### src/rtl/change_dispenser.sv
// Coin return path: latches the customer balance and pays it out greedily, one
// coin per accepted cycle, skipping empty tubes, then reports any unpaid residual.
module change_dispenser #(
    parameter int NUM_COINS = 3,
    parameter int COIN_VAL0 = 100,
    parameter int COIN_VAL1 = 500,
    parameter int COIN_VAL2 = 1000,
    parameter int W         = 32
) (
    input  logic                 clk,
    input  logic                 reset,
    input  logic                 i_trigger_return,
    input  logic [W-1:0]         i_wait_time,
    input  logic [W-1:0]         i_total,
    input  logic [NUM_COINS-1:0] i_stock_empty,
    input  logic                 i_coin_ready,
    output logic [NUM_COINS-1:0] o_return_coin,
    output logic                 o_debit,
    output logic [W-1:0]         o_debit_amt,
    output logic                 o_busy,
    output logic                 o_done,
    output logic [W-1:0]         o_residual
);
    localparam int SW = (NUM_COINS > 1) ? $clog2(NUM_COINS) : 1;

    typedef enum logic [1:0] {
        S_IDLE,
        S_DISPENSE,
        S_DONE
    } state_t;

    state_t               r_state, w_state_next;
    logic [W-1:0]         r_remaining, w_remaining_next;
    logic [NUM_COINS-1:0] r_return_coin, w_return_coin_next;
    logic                 r_debit, w_debit_next;
    logic [W-1:0]         r_debit_amt, w_debit_amt_next;
    logic                 r_busy, w_busy_next;
    logic                 r_done, w_done_next;
    logic [W-1:0]         r_residual, w_residual_next;

    logic [NUM_COINS-1:0] w_elig;
    logic                 w_any;
    logic [SW-1:0]        w_sel;
    logic [W-1:0]         w_sel_val;
    logic                 w_start;

    function automatic logic [W-1:0] coin_val(input int k);
        case (k)
            0:       coin_val = W'(COIN_VAL0);
            1:       coin_val = W'(COIN_VAL1);
            default: coin_val = W'(COIN_VAL2);
        endcase
    endfunction

    // A coin is usable only if its tube has stock and it cannot overpay the balance.
    generate
        for (genvar gi = 0; gi < NUM_COINS; gi++) begin : g_elig
            assign w_elig[gi] = !i_stock_empty[gi] && (coin_val(gi) <= r_remaining);
        end
    endgenerate

    assign w_any     = |w_elig;
    assign w_sel_val = coin_val(int'(w_sel));
    assign w_start   = (i_trigger_return || (i_wait_time == '0)) && (i_total != '0);

    always_comb begin
        w_sel = '0;
        for (int k = 0; k < NUM_COINS; k++) begin
            if (w_elig[k]) begin
                w_sel = SW'(k);
            end
        end
    end

    always_comb begin
        w_state_next       = r_state;
        w_remaining_next   = r_remaining;
        w_return_coin_next = '0;
        w_debit_next       = 1'b0;
        w_debit_amt_next   = '0;
        w_busy_next        = r_busy;
        w_done_next        = 1'b0;
        w_residual_next    = r_residual;
        case (r_state)
            S_IDLE: begin
                if (w_start) begin
                    w_remaining_next = i_total;
                    w_state_next     = S_DISPENSE;
                    w_busy_next      = 1'b1;
                    w_residual_next  = '0;
                end
            end
            S_DISPENSE: begin
                if (!w_any) begin
                    w_state_next    = S_DONE;
                    w_residual_next = r_remaining;
                end else if (i_coin_ready) begin
                    w_return_coin_next = {{(NUM_COINS-1){1'b0}}, 1'b1} << w_sel;
                    w_debit_next       = 1'b1;
                    w_debit_amt_next   = w_sel_val;
                    w_remaining_next   = r_remaining - w_sel_val;
                end
            end
            S_DONE: begin
                w_done_next  = 1'b1;
                w_busy_next  = 1'b0;
                w_state_next = S_IDLE;
            end
            default: w_state_next = S_IDLE;
        endcase
    end

    always_ff @(posedge clk or posedge reset) begin
        if (reset) begin
            r_state       <= S_IDLE;
            r_remaining   <= '0;
            r_return_coin <= '0;
            r_debit       <= 1'b0;
            r_debit_amt   <= '0;
            r_busy        <= 1'b0;
            r_done        <= 1'b0;
            r_residual    <= '0;
        end else begin
            r_state       <= w_state_next;
            r_remaining   <= w_remaining_next;
            r_return_coin <= w_return_coin_next;
            r_debit       <= w_debit_next;
            r_debit_amt   <= w_debit_amt_next;
            r_busy        <= w_busy_next;
            r_done        <= w_done_next;
            r_residual    <= w_residual_next;
        end
    end

    assign o_return_coin = r_return_coin;
    assign o_debit       = r_debit;
    assign o_debit_amt   = r_debit_amt;
    assign o_busy        = r_busy;
    assign o_done        = r_done;
    assign o_residual    = r_residual;
endmodule

### config.mk
export PLATFORM = sky130hd
export DESIGN_NAME = change_dispenser
export DESIGN_NICKNAME = d
export VERILOG_FILES = /design/src/rtl/change_dispenser.sv
export SDC_FILE = /design/constraint.sdc
export NUM_CORES = 1
export LEC_CHECK = 0
export ABC_CLOCK_PERIOD_IN_PS = 3200
export CORE_MARGIN = 2
export CORE_UTILIZATION = 44
export CTS_BUF_LIST = sky130_fd_sc_hd__clkbuf_4
export CTS_CLUSTER_DIAMETER = 60
export DETAILED_ROUTE_END_ITERATION = 8
export PLACE_DENSITY_LB_ADDON = 0.15
export SETUP_SLACK_MARGIN = 0.15
export SKIP_LAST_GASP = 1
export SYNTH_ARGS = -nofsm -noshare
export SYNTH_HDL_FRONTEND = slang
export SYNTH_SLANG_ARGS = --single-unit
### constraint.sdc
create_clock -name clk -period 3.2 [get_ports clk]
set_input_delay 0.64 -clock clk [delete_from_list [all_inputs] [get_ports clk]]
set_output_delay 0.64 -clock clk [all_outputs]
set_load 0.02 [all_outputs]
==> out/qor.csv, run 1 <==
metric,value,unit
status,"finished, violations left",
violations,negative setup slack,
gr-usage-met1,35.7,%
grt_setup_unrepaired,true,
grt_pass1_wl,23700,um
post-place-ws,-181,ps
areaGrowthSynthToFinish,50.4,%
final_nets,768,
hold_violations,0,
setup_viol,1,
grt_usage,27.3,%
overflow,0,
start_util,45.5,%
post_drt_wl_per_cell,17.9,um
firstDrtPassIters,5,
power_density,859,nW/um2
start_kind,flop,
grt_pass1_vias,4644,
path_delay_family,simple AND/OR/NAND/NOR gates,
routed_wirelength,14800,um
whs,478,ps
drc,0,
power_leakage,0.00280,uW
crit_fanout,5,
worst_path_most_repeated_cell,nor2_4,
cts_sinks,75,
cts_buffer_depth,2,
slew_viol_final,0,
die_w,105,um
path_cells,or4_4 -> nor2_4 -> a41o_4 -> inv_4 -> nor2_4 -> ha_4 -> or3_4 -> o21ai_2 -> a21oi_2 -> or2_4 -> or4bb_1 -> a32o_2,
cts_tree,built,
routabilityCongestion,0.913,
yosysUniqueCellTypes,64,
drtIter0Drc,268,
finalWorstSetupSlack,-57.6,ps
root_buffer,clkbuf_4,
synth_seq_cells,75,
synth_edf_count,0,
end_kind,flop,
htree_levels,3,
seqCellArea,1880,um2
grt_max_degree,76,
timing.final.crit_share,102,%
max_freq,0.307,GHz
relSlewSlack,49.5,%
num_rows,36,
drive_gt1_share,23.3,%
fillers,799,
num_vias,4705,
ant_nets,0,
critPathKind,flop to flop,
synthFlopType,dfrtp_1,
holdCritPathClass,flop to flop,
grt_busiest_layer,met2,
post-dp-hpwl,10600,um
die_h,105,um
path_buf_inv,1,
yosys-top-cells-area,"dfrtp_1, nand2_1, o21ai_0, buf_4, nor4_1",
synth_top_cell_by_area,dfrtp_1,
use_met2,43.6,%
synth_cells,514,
ioPinCount,141,
fin_crit,3260,ps
worst_pin_slew,748,ps
crit_slowest_cell,or4_4,
ir_drop,331,uV
antenna_found_initial,1,
core_area,9770,um2
yosysMostFrequentCell,nand2_1,
avgSynthCellArea,8.66,um2
synth-async-reset-ratio,100,%
clk_pin_slew,130,ps
cp.required,3550,ps
use_met3,6.61,%
arrival,3610,ps
portBuffers,116,
utilization,68.5,%
vias_per_cell,5.68,
yosys.area.top_type_share,42.2,%
clk-insertion-delay-late,450,ps
dieArea,10900,um2
numCtsBuffers,9,
ys_seq_area_share,42.2,%
max_stage_delay,550,ps
fin_worst_skew,20.7,ps
multi_input_area,2530,um2
synthTopCellsByCount,"nand2_1, dfrtp_1, o21ai_0",
syn-cell-area,4450,um2
yosysWarnings,0,
drv_cap,0,
[layout by cell type (no fill, tap or decap), types with 4 or more instances in the layout]
cell type	instances
a311oi_1	5
a22o_1	5
nand2_1	90
a21oi_1	16
and4_1	4
conb_1	24
clkdlybuf4s50_1	116
clkbuf_4	10
a41o_1	4
buf_6	8
nand4_1	5
a31oi_1	10
nand3_1	9
a31o_2	4
dfrtp_1	75
o21ai_0	41
o31ai_1	6
buf_12	4
nand2b_1	8
buf_4	77
o21a_1	5
mux2_4	5
inv_1	7
nor2_1	29
nor3_1	9
nor4_1	20
o21ai_1	4
[tightest hold or removal path: stages (launching register included)]
cell and delay [ps]:
dfrtp_1 360, nand2_1 50, o21ai_0 60
[repair_timing]
| action | in CTS | in global routing |
|---|---|---|
| pin swaps | 23 | 12 |
| gates resized for setup | 26 | 13 |
| hold buffers | 0 | 0 |
| setup buffers | 15 | 4 |
| setup endpoints to repair | 23 | 23 |
[per-layer routing]
| layer | share of wire [%] | vias to the layer above |
|---|---|---|
| li1 | - | 2170 |
| met1 | 42 | 2283 |
| met2 | 48 | 224 |
| met3 | 7.6 | 28 |
| met4 | 2.6 | 0 |
| met5 | 0 | - |
[registers in the layout, indices dropped and copies added (netlist names)]
| signal | cells |
|---|---|
| o_residual | 32 |
| r_remaining | 32 |
| o_debit_amt | 5 |
| o_return_coin | 2 |
| r_state | 2 |
| o_busy | 1 |
| o_done | 1 |
[per-stage QoR]
step	instances	instance area [um2]	total power (uW)	setup TNS (ps)
2_1_floorplan	537	4660	3380	-84.0
3_3_place_gp	793	6190	4650	-874
3_5_place_dp	793	6190	4720	-1590
4_1_cts	824	6590	5630	-25.6
5_1_grt	829	6690	6090	-1660
6_report	829	6690	5750	-57.6
[path summary, 6_finish.rpt]
path                                       from               to  slack (ps)  depth (start not counted)
worst max-delay path            r_remaining[31]  r_remaining[14]         -60                         12
worst min-delay path             r_remaining[0]    o_residual[0]         480                          2
worst max register to register  r_remaining[31]  r_remaining[14]         -60                         12
worst min register to register   r_remaining[0]    o_residual[0]         480                          2
max in group asynchronous                 reset   o_residual[11]        2280                          3
min in group asynchronous                 reset   o_residual[27]         550                          3
[final cells by class]
| cell class | count | area share (%) |
|---|---|---|
| Sequential cell | 75 | 28.0 |
| Inverter | 10 | 0.598 |
| Antenna cell | 1 | 0.0374 |
| Tap cell | 133 | 2.49 |
| Clock inverter | 6 | 1.35 |
| Timing Repair Buffer | 205 | 28.5 |
| Clock buffer | 10 | 1.12 |
| Multi-Input combinational cell | 389 | 37.8 |
[cell families (layout without fill, tap and decap cells)]
kind of cell	after synthesis	after routing	share of synthesized area (%)
adders and majority gates	7	7	2.14
buffers and inverters	73	231	8.91
and+or+nand+nor	214	214	23.9
other	1	25	0.0843
AOI/OAI and AO/OA	132	132	19.6
muxes	10	10	2.81
DFF	75	75	42.2
xor gates and xnor gates	2	2	0.394
[power breakdown]
| part | total, uW | switching, uW | internal [uW] |
|---|---|---|---|
| logic | 3440 | 1830 | 1610 |
| clock network | 695 | 369 | 327 |
| registers | 1620 | 293 | 1320 |
(Power assumes the default switching activity.)
==> run 2, diff against run 1 <==
--- a/config.mk
+++ b/config.mk
@@ -11,7 +11,7 @@
 export CTS_BUF_LIST = sky130_fd_sc_hd__clkbuf_4
 export CTS_CLUSTER_DIAMETER = 60
 export DETAILED_ROUTE_END_ITERATION = 8
-export PLACE_DENSITY_LB_ADDON = 0.15
+export PLACE_DENSITY = 0.8
 export SETUP_SLACK_MARGIN = 0.15
 export SKIP_LAST_GASP = 1
 export SYNTH_ARGS = -nofsm -noshare
==> out/qor.csv, run 2 (synthesis results as in run 1) <==
metric,value,unit,change
status,"finished, violations left",,unchanged
violations,negative setup slack,,unchanged
overflow,0,,unchanged
path_delay_family,simple AND/OR/NAND/NOR gates,,unchanged
end_kind,flop,,unchanged
r2r-end,r_remaining[14],,unchanged
placed_cells,791,,was 793
post_drt_wl_per_cell,18.8,um,was 17.9 um
grt_max_degree,76,,unchanged
max_stage_delay,550,ps,about the same
grt_usage,27.5,%,was 27.3%
worst_path_most_repeated_cell,nor2_4,,unchanged
slew_viol_final,0,,unchanged
drtIter0Drc,559,,was 268
worstReg2RegStart,r_remaining[28],,was r_remaining[31]
drive_gt1_share,25.0,%,was 23.3%
grt_pass1_vias,4680,,"was 4,644"
start_kind,flop,,unchanged
drv_cap,0,,unchanged
cts_tree,built,,unchanged
clk-insertion-delay-late,440,ps,was 450 ps
clk_pin_slew,140,ps,was 130 ps
cp.required,3540,ps,was 3550 ps
routed_wirelength,15700,um,"was 14,800 um"
wl_met3,1360,um,was 1120 um
finalWorstSetupSlack,-147,ps,was -57.6 ps
layout_commonest_cell,clkdlybuf4s50_1,,unchanged
path_cells,or4_4 -> nor2_4 -> a41o_4 -> inv_4 -> nor2_4 -> ha_4 -> or3_4 -> o21ai_2 -> a21oi_2 -> or2_4 -> or4bb_1 -> a32o_1,,was or4_4 -> nor2_4 -> a41o_4 -> inv_4 -> nor2_4 -> ha_4 -> or3_4 -> o21ai_2 -> a21oi_2 -> or2_4 -> or4bb_1 -> a32o_2
path_buf_inv,1,,unchanged
relSlewSlack,42.4,%,was 49.5%
critPathKind,flop to flop,,unchanged
ioPinCount,141,,unchanged
final_cell_mix,"clkdlybuf4s50_1, nand2_1, dfrtp_1, buf_4, o21ai_0",,"was clkdlybuf4s50_1, nand2_1, buf_4"
fin_worst_skew,22.1,ps,was 20.7 ps
power_density,861,nW/um2,was 859 nW/um2
holdCritPathClass,flop to flop,,unchanged
top_layer,met4,,unchanged
num_rows,36,,unchanged
post-dp-hpwl,10700,um,"was 10,600 um"
wl_met2,7670,um,was 7040 um
setup_viol,17,,was 1
met1_length,6080,um,was 6280 um
grt_pass1_wl,23700,um,about the same
portBuffers,116,,unchanged
vias_per_cell,5.89,,was 5.68
fin_crit,3350,ps,was 3260 ps
core_area,9770,um2,unchanged
final_nets,772,,was 768
r2r_slack,-150,ps,was -60 ps
power_leakage,0.00280,uW,about the same
fin_tns_setup,-1170,ps,was -57.6 ps
die_h,105,um,unchanged
firstDrtPassIters,8,,was 5
worst_pin_slew,863,ps,was 748 ps
crit_fanout,4,,was 5
max_freq,0.299,GHz,was 0.307 GHz
cts_sinks,75,,unchanged
die_w,105,um,unchanged
start_util,45.5,%,unchanged
num_vias,4903,,"was 4,705"
ir_drop,396,uV,was 331 uV
post-place-ws,-196,ps,was -181 ps
dieArea,10900,um2,unchanged
routabilityCongestion,0.936,,was 0.913
ff2ff_path_depth,12,,unchanged
htree_levels,3,,unchanged
holdPathStages,2,,unchanged
grt_setup_unrepaired,true,,unchanged
drc,0,,unchanged
worstHoldEndpoint,o_residual[1],,was o_residual[0]
antenna_found_initial,1,,unchanged
arrival,3680,ps,was 3610 ps
cts_buffer_depth,2,,unchanged
root_buffer,clkbuf_4,,unchanged
multi_input_area,2610,um2,was 2530 um2
timing.final.crit_share,105,%,was 102%
hold_violations,0,,unchanged
finalNonFillerCells,833,,was 829
numCtsBuffers,9,,unchanged
ant_nets,0,,unchanged
areaGrowthSynthToFinish,51.8,%,was 50.4%
seqCellArea,1880,um2,unchanged
min_from,r_remaining[1],,was r_remaining[0]
fillers,729,,was 799
crit_slowest_cell,or4_4,,unchanged
## run 2: through the flow
step	power (uW)	hold slack, ps	util [%]	area, um2
final	5820	501	69.1	6760
after global routing	6120	526	69.1	6760
after CTS	5510	503	67.3	6570
after detailed placement	4690	480	63.1	6170
after global placement	4590	458	63.1	6170
after floorplan	3380	444	-	4660
## run 2: layer usage
metal  vias to the layer above  GRT usage [%]
li1                       2175              -
met1                      2341           33.9
met2                       324           46.4
met3                        63           5.05
met4                         0           13.2
met5                         -              0
## run 2: power by group
group / leakage (uW) / internal (uW) / switching (uW)
sequential: 0.000940 / 1320 / 305
combinational: 0.00181 / 1750 / 1930
clock: 0.0000573 / 161 / 350
## run 2: area by class of cell
class                           count  share of cell area, %
Timing Repair Buffer              208                   28.9
Antenna cell                        1                 0.0370
Inverter                           10                  0.593
Sequential cell                    75                   27.8
Tap cell                          133                   2.46
Clock inverter                      6                  0.482
Clock buffer                       10                   1.11
Multi-Input combinational cell    390                   38.7
## run 2: how the worst max path moves through the flow
stage | startpoint | endpoint | slack, ps | cells past startpoint
after global routing | r_remaining[28] | r_remaining[20] | -280 | 15
after global placement | i_stock_empty[2] | r_remaining[14] | -100 | 10
after detailed placement | i_stock_empty[2] | r_remaining[14] | -200 | 10
after CTS | r_remaining[31] | r_remaining[14] | -80 | 12
final | r_remaining[28] | r_remaining[14] | -150 | 12
after floorplan | r_remaining[30] | r_remaining[14] | -80 | 12
## run 2: timing repair
action,CTS,global route
hold buffers,0,0
hold endpoints to repair,0,0
buffers inserted,15,9
pin swaps,25,29
cloned,0,1
setup endpoints to repair,24,27
resized for setup,35,20
## run 2: tightest hold or removal path, stage by stage (launching register included)
cell     delay, ps
dfrtp_1        370
nand2_1         50
o21ai_0         60
==> run 3, diff against run 2 <==
--- a/config.mk
+++ b/config.mk
@@ -12,8 +12,10 @@
 export CTS_CLUSTER_DIAMETER = 60
 export DETAILED_ROUTE_END_ITERATION = 8
 export PLACE_DENSITY = 0.8
+export REMOVE_ABC_BUFFERS = 1
 export SETUP_SLACK_MARGIN = 0.15
 export SKIP_LAST_GASP = 1
+export SLEW_MARGIN = 5
 export SYNTH_ARGS = -nofsm -noshare
 export SYNTH_HDL_FRONTEND = slang
 export SYNTH_SLANG_ARGS = --single-unit
==> out/qor.csv, run 3 (synthesis results as in run 1) <==
metric,value,unit,change
start_util,45.5,%,unchanged
clk_pin_slew,140,ps,about the same
r2r_slack,-100,ps,was -150 ps
post_drt_wl_per_cell,17.6,um,was 18.8 um
ir_drop,386,uV,was 396 uV
drtIter0Drc,361,,was 559
fin_crit,3300,ps,was 3350 ps
slew_viol_final,0,,unchanged
drv_cap,0,,unchanged
power,5750,uW,was 5820 uW
setup_viol,8,,was 17
stdcell_area,6720,um2,was 6760 um2
worstReg2RegStart,r_remaining[28],,unchanged
max_stage_delay,550,ps,about the same
cts_sinks,75,,unchanged
p_switching,2470,uW,was 2590 uW
grt_pass1_vias,4779,,"was 4,680"
portBuffers,116,,unchanged
cp.required,3520,ps,was 3540 ps
numCtsBuffers,9,,unchanged
crit_slowest_cell,or4_4,,unchanged
drive_gt1_share,24.0,%,was 25.0%
final_cell_mix,"clkdlybuf4s50_1, nand2_1, buf_4",,"was clkdlybuf4s50_1, nand2_1, dfrtp_1, buf_4, o21ai_0"
holdCritPathClass,primary input to async pin,,was flop to flop
arrival,3620,ps,was 3680 ps
grt_usage,26.8,%,was 27.5%
hold_violations,0,,unchanged
whs,491,ps,was 501 ps
overflow,0,,unchanged
seqPwrFrac,27.3,%,was 28.0%
post-dp-hpwl,10300,um,"was 10,700 um"
die_h,105,um,unchanged
die_w,105,um,unchanged
fin_worst_skew,19.8,ps,was 22.1 ps
worst_pin_slew,658,ps,was 863 ps
num_vias,4729,,"was 4,903"
grt_max_degree,44,,was 76
violations,negative setup slack,,unchanged
timing.final.crit_share,103,%,was 105%
start_kind,flop,,unchanged
routed_wirelength,14700,um,"was 15,700 um"
placed_area,6130,um2,was 6170 um2
path_buf_inv,1,,unchanged
power_leakage,0.00282,uW,was 0.00280 uW
path_delay_family,compound AO/OA/AOI/OAI gates,,was simple AND/OR/NAND/NOR gates
htree_levels,3,,unchanged
routabilityCongestion,0.914,,was 0.936
r2r-end,r_remaining[29],,was r_remaining[14]
cts_buffer_depth,2,,unchanged
status,"finished, violations left",,unchanged
areaGrowthSynthToFinish,50.9,%,was 51.8%
ant_nets,0,,unchanged
fin_tns_setup,-366,ps,was -1170 ps
finalNonFillerCells,836,,was 833
vias_per_cell,5.66,,was 5.89
power_density,856,nW/um2,was 861 nW/um2
p_comb_share,62.2,%,was 63.2%
layout_commonest_cell,clkdlybuf4s50_1,,unchanged
dieArea,10900,um2,unchanged
path_cells,or4_4 -> nor2_4 -> a41o_4 -> nand2_4 -> ha_4 -> o211ai_1 -> a211oi_2 -> buf_4 -> a2111o_1 -> nor3_2 -> a311oi_1 -> mux2_4,,was or4_4 -> nor2_4 -> a41o_4 -> inv_4 -> nor2_4 -> ha_4 -> or3_4 -> o21ai_2 -> a21oi_2 -> or2_4 -> or4bb_1 -> a32o_1
clk-insertion-delay-late,440,ps,about the same
final_nets,776,,was 772
num_rows,36,,unchanged
grt_setup_unrepaired,true,,unchanged
ioPinCount,141,,unchanged
finalWorstSetupSlack,-98.1,ps,was -147 ps
num_antenna_cells,0,,was 1
crit_fanout,5,,was 4
placed_cells,800,,was 791
firstDrtPassIters,5,,was 8
drc,0,,unchanged
cts_tree,built,,unchanged
core_area,9770,um2,unchanged
root_buffer,clkbuf_4,,unchanged
relSlewSlack,55.8,%,was 42.4%
critPathKind,flop to flop,,unchanged
clockPowerShare,10.5,%,was 8.8%
max_freq,0.303,GHz,was 0.299 GHz
antenna_found_initial,0,,was 1
p_sw_share,42.9,%,was 44.5%
ff2ff_path_depth,12,,unchanged
grt_pass1_wl,23700,um,about the same
end_kind,flop,,unchanged
p_int,3280,uW,was 3230 uW
## run 3: cell types whose count changed in the layout (fill, tap and decap cells not counted), moves of 2 or more
cell      before  now
buf_6         13    9
buf_4         75   85
nand2_2        3    0
a211oi_4       3    0
nand2b_4       3    0
nand2_1       89   91
a211oi_2       1    3
nand2b_1       5    8
## run 3: worst max path at each step
stage	slack [ps]	start	endpoint	depth (start not counted)
2_1_floorplan	-3040	r_remaining[12]	o_residual[0]	6
3_3_place_gp	-230	i_stock_empty[1]	r_remaining[14]	10
3_5_place_dp	-260	i_stock_empty[1]	r_remaining[14]	10
4_1_cts	-60	r_remaining[28]	r_remaining[14]	12
5_1_grt	-220	r_remaining[28]	r_remaining[29]	12
6_report	-100	r_remaining[28]	r_remaining[29]	12
## run 3: power groups by stage
stage / registers [uW] / logic [uW] / clock network [uW]
floorplan: 1880 / 1300 / 0
global placement: 1560 / 2990 / 0
detailed placement: 1580 / 3040 / 0
CTS: 1570 / 3310 / 609
global route: 1620 / 3820 / 650
finish: 1570 / 3570 / 604
## run 3: what timing repair did
action	4_1_cts	5_1_grt
hold buffers	0	0
endpoints found under the setup margin	23	25
resized for setup	41	17
buffers inserted	12	8
pin swaps	26	21
## run 3: per-layer routing
metal / GRT usage (%) / up-vias / wire length [um]
met2: 44.8 / 219 / 7200
met3: 4.68 / 37 / 922
met1: 34.9 / 2292 / 6290
li1: - / 2181 / -
met4: 9.52 / 0 / 308
met5: 0 / - / 0
## run 3: worst reg2reg max path, cell delays in order (launching register included)
cell	delay, ps
dfrtp_1	400
or4_4	550
nor2_4	150
a41o_4	300
nand2_4	70
ha_4	230
o211ai_1	250
a211oi_2	80
buf_4	150
a2111o_1	390
nor3_2	240
a311oi_1	120
mux2_4	270
## run 3: layout make-up
class	count	area (um2)
fillers	763	3060
flip-flops and latches	75	1880
inverters	10	40.0
clock inverters	7	67.6
clock buffers	9	67.6
repair buffers	213	1960
well taps	133	166
multi-input cells	389	2540
## run 3: per-stage QoR
| stage | setup WS [ps] | utilization [%] |
|---|---|---|
| floorplan | -3040 | - |
| global placement | -232 | 62.7 |
| detailed placement | -260 | 62.7 |
| CTS | -60.5 | 67.0 |
| global route | -217 | 68.7 |
| finish | -98.1 | 68.7 |
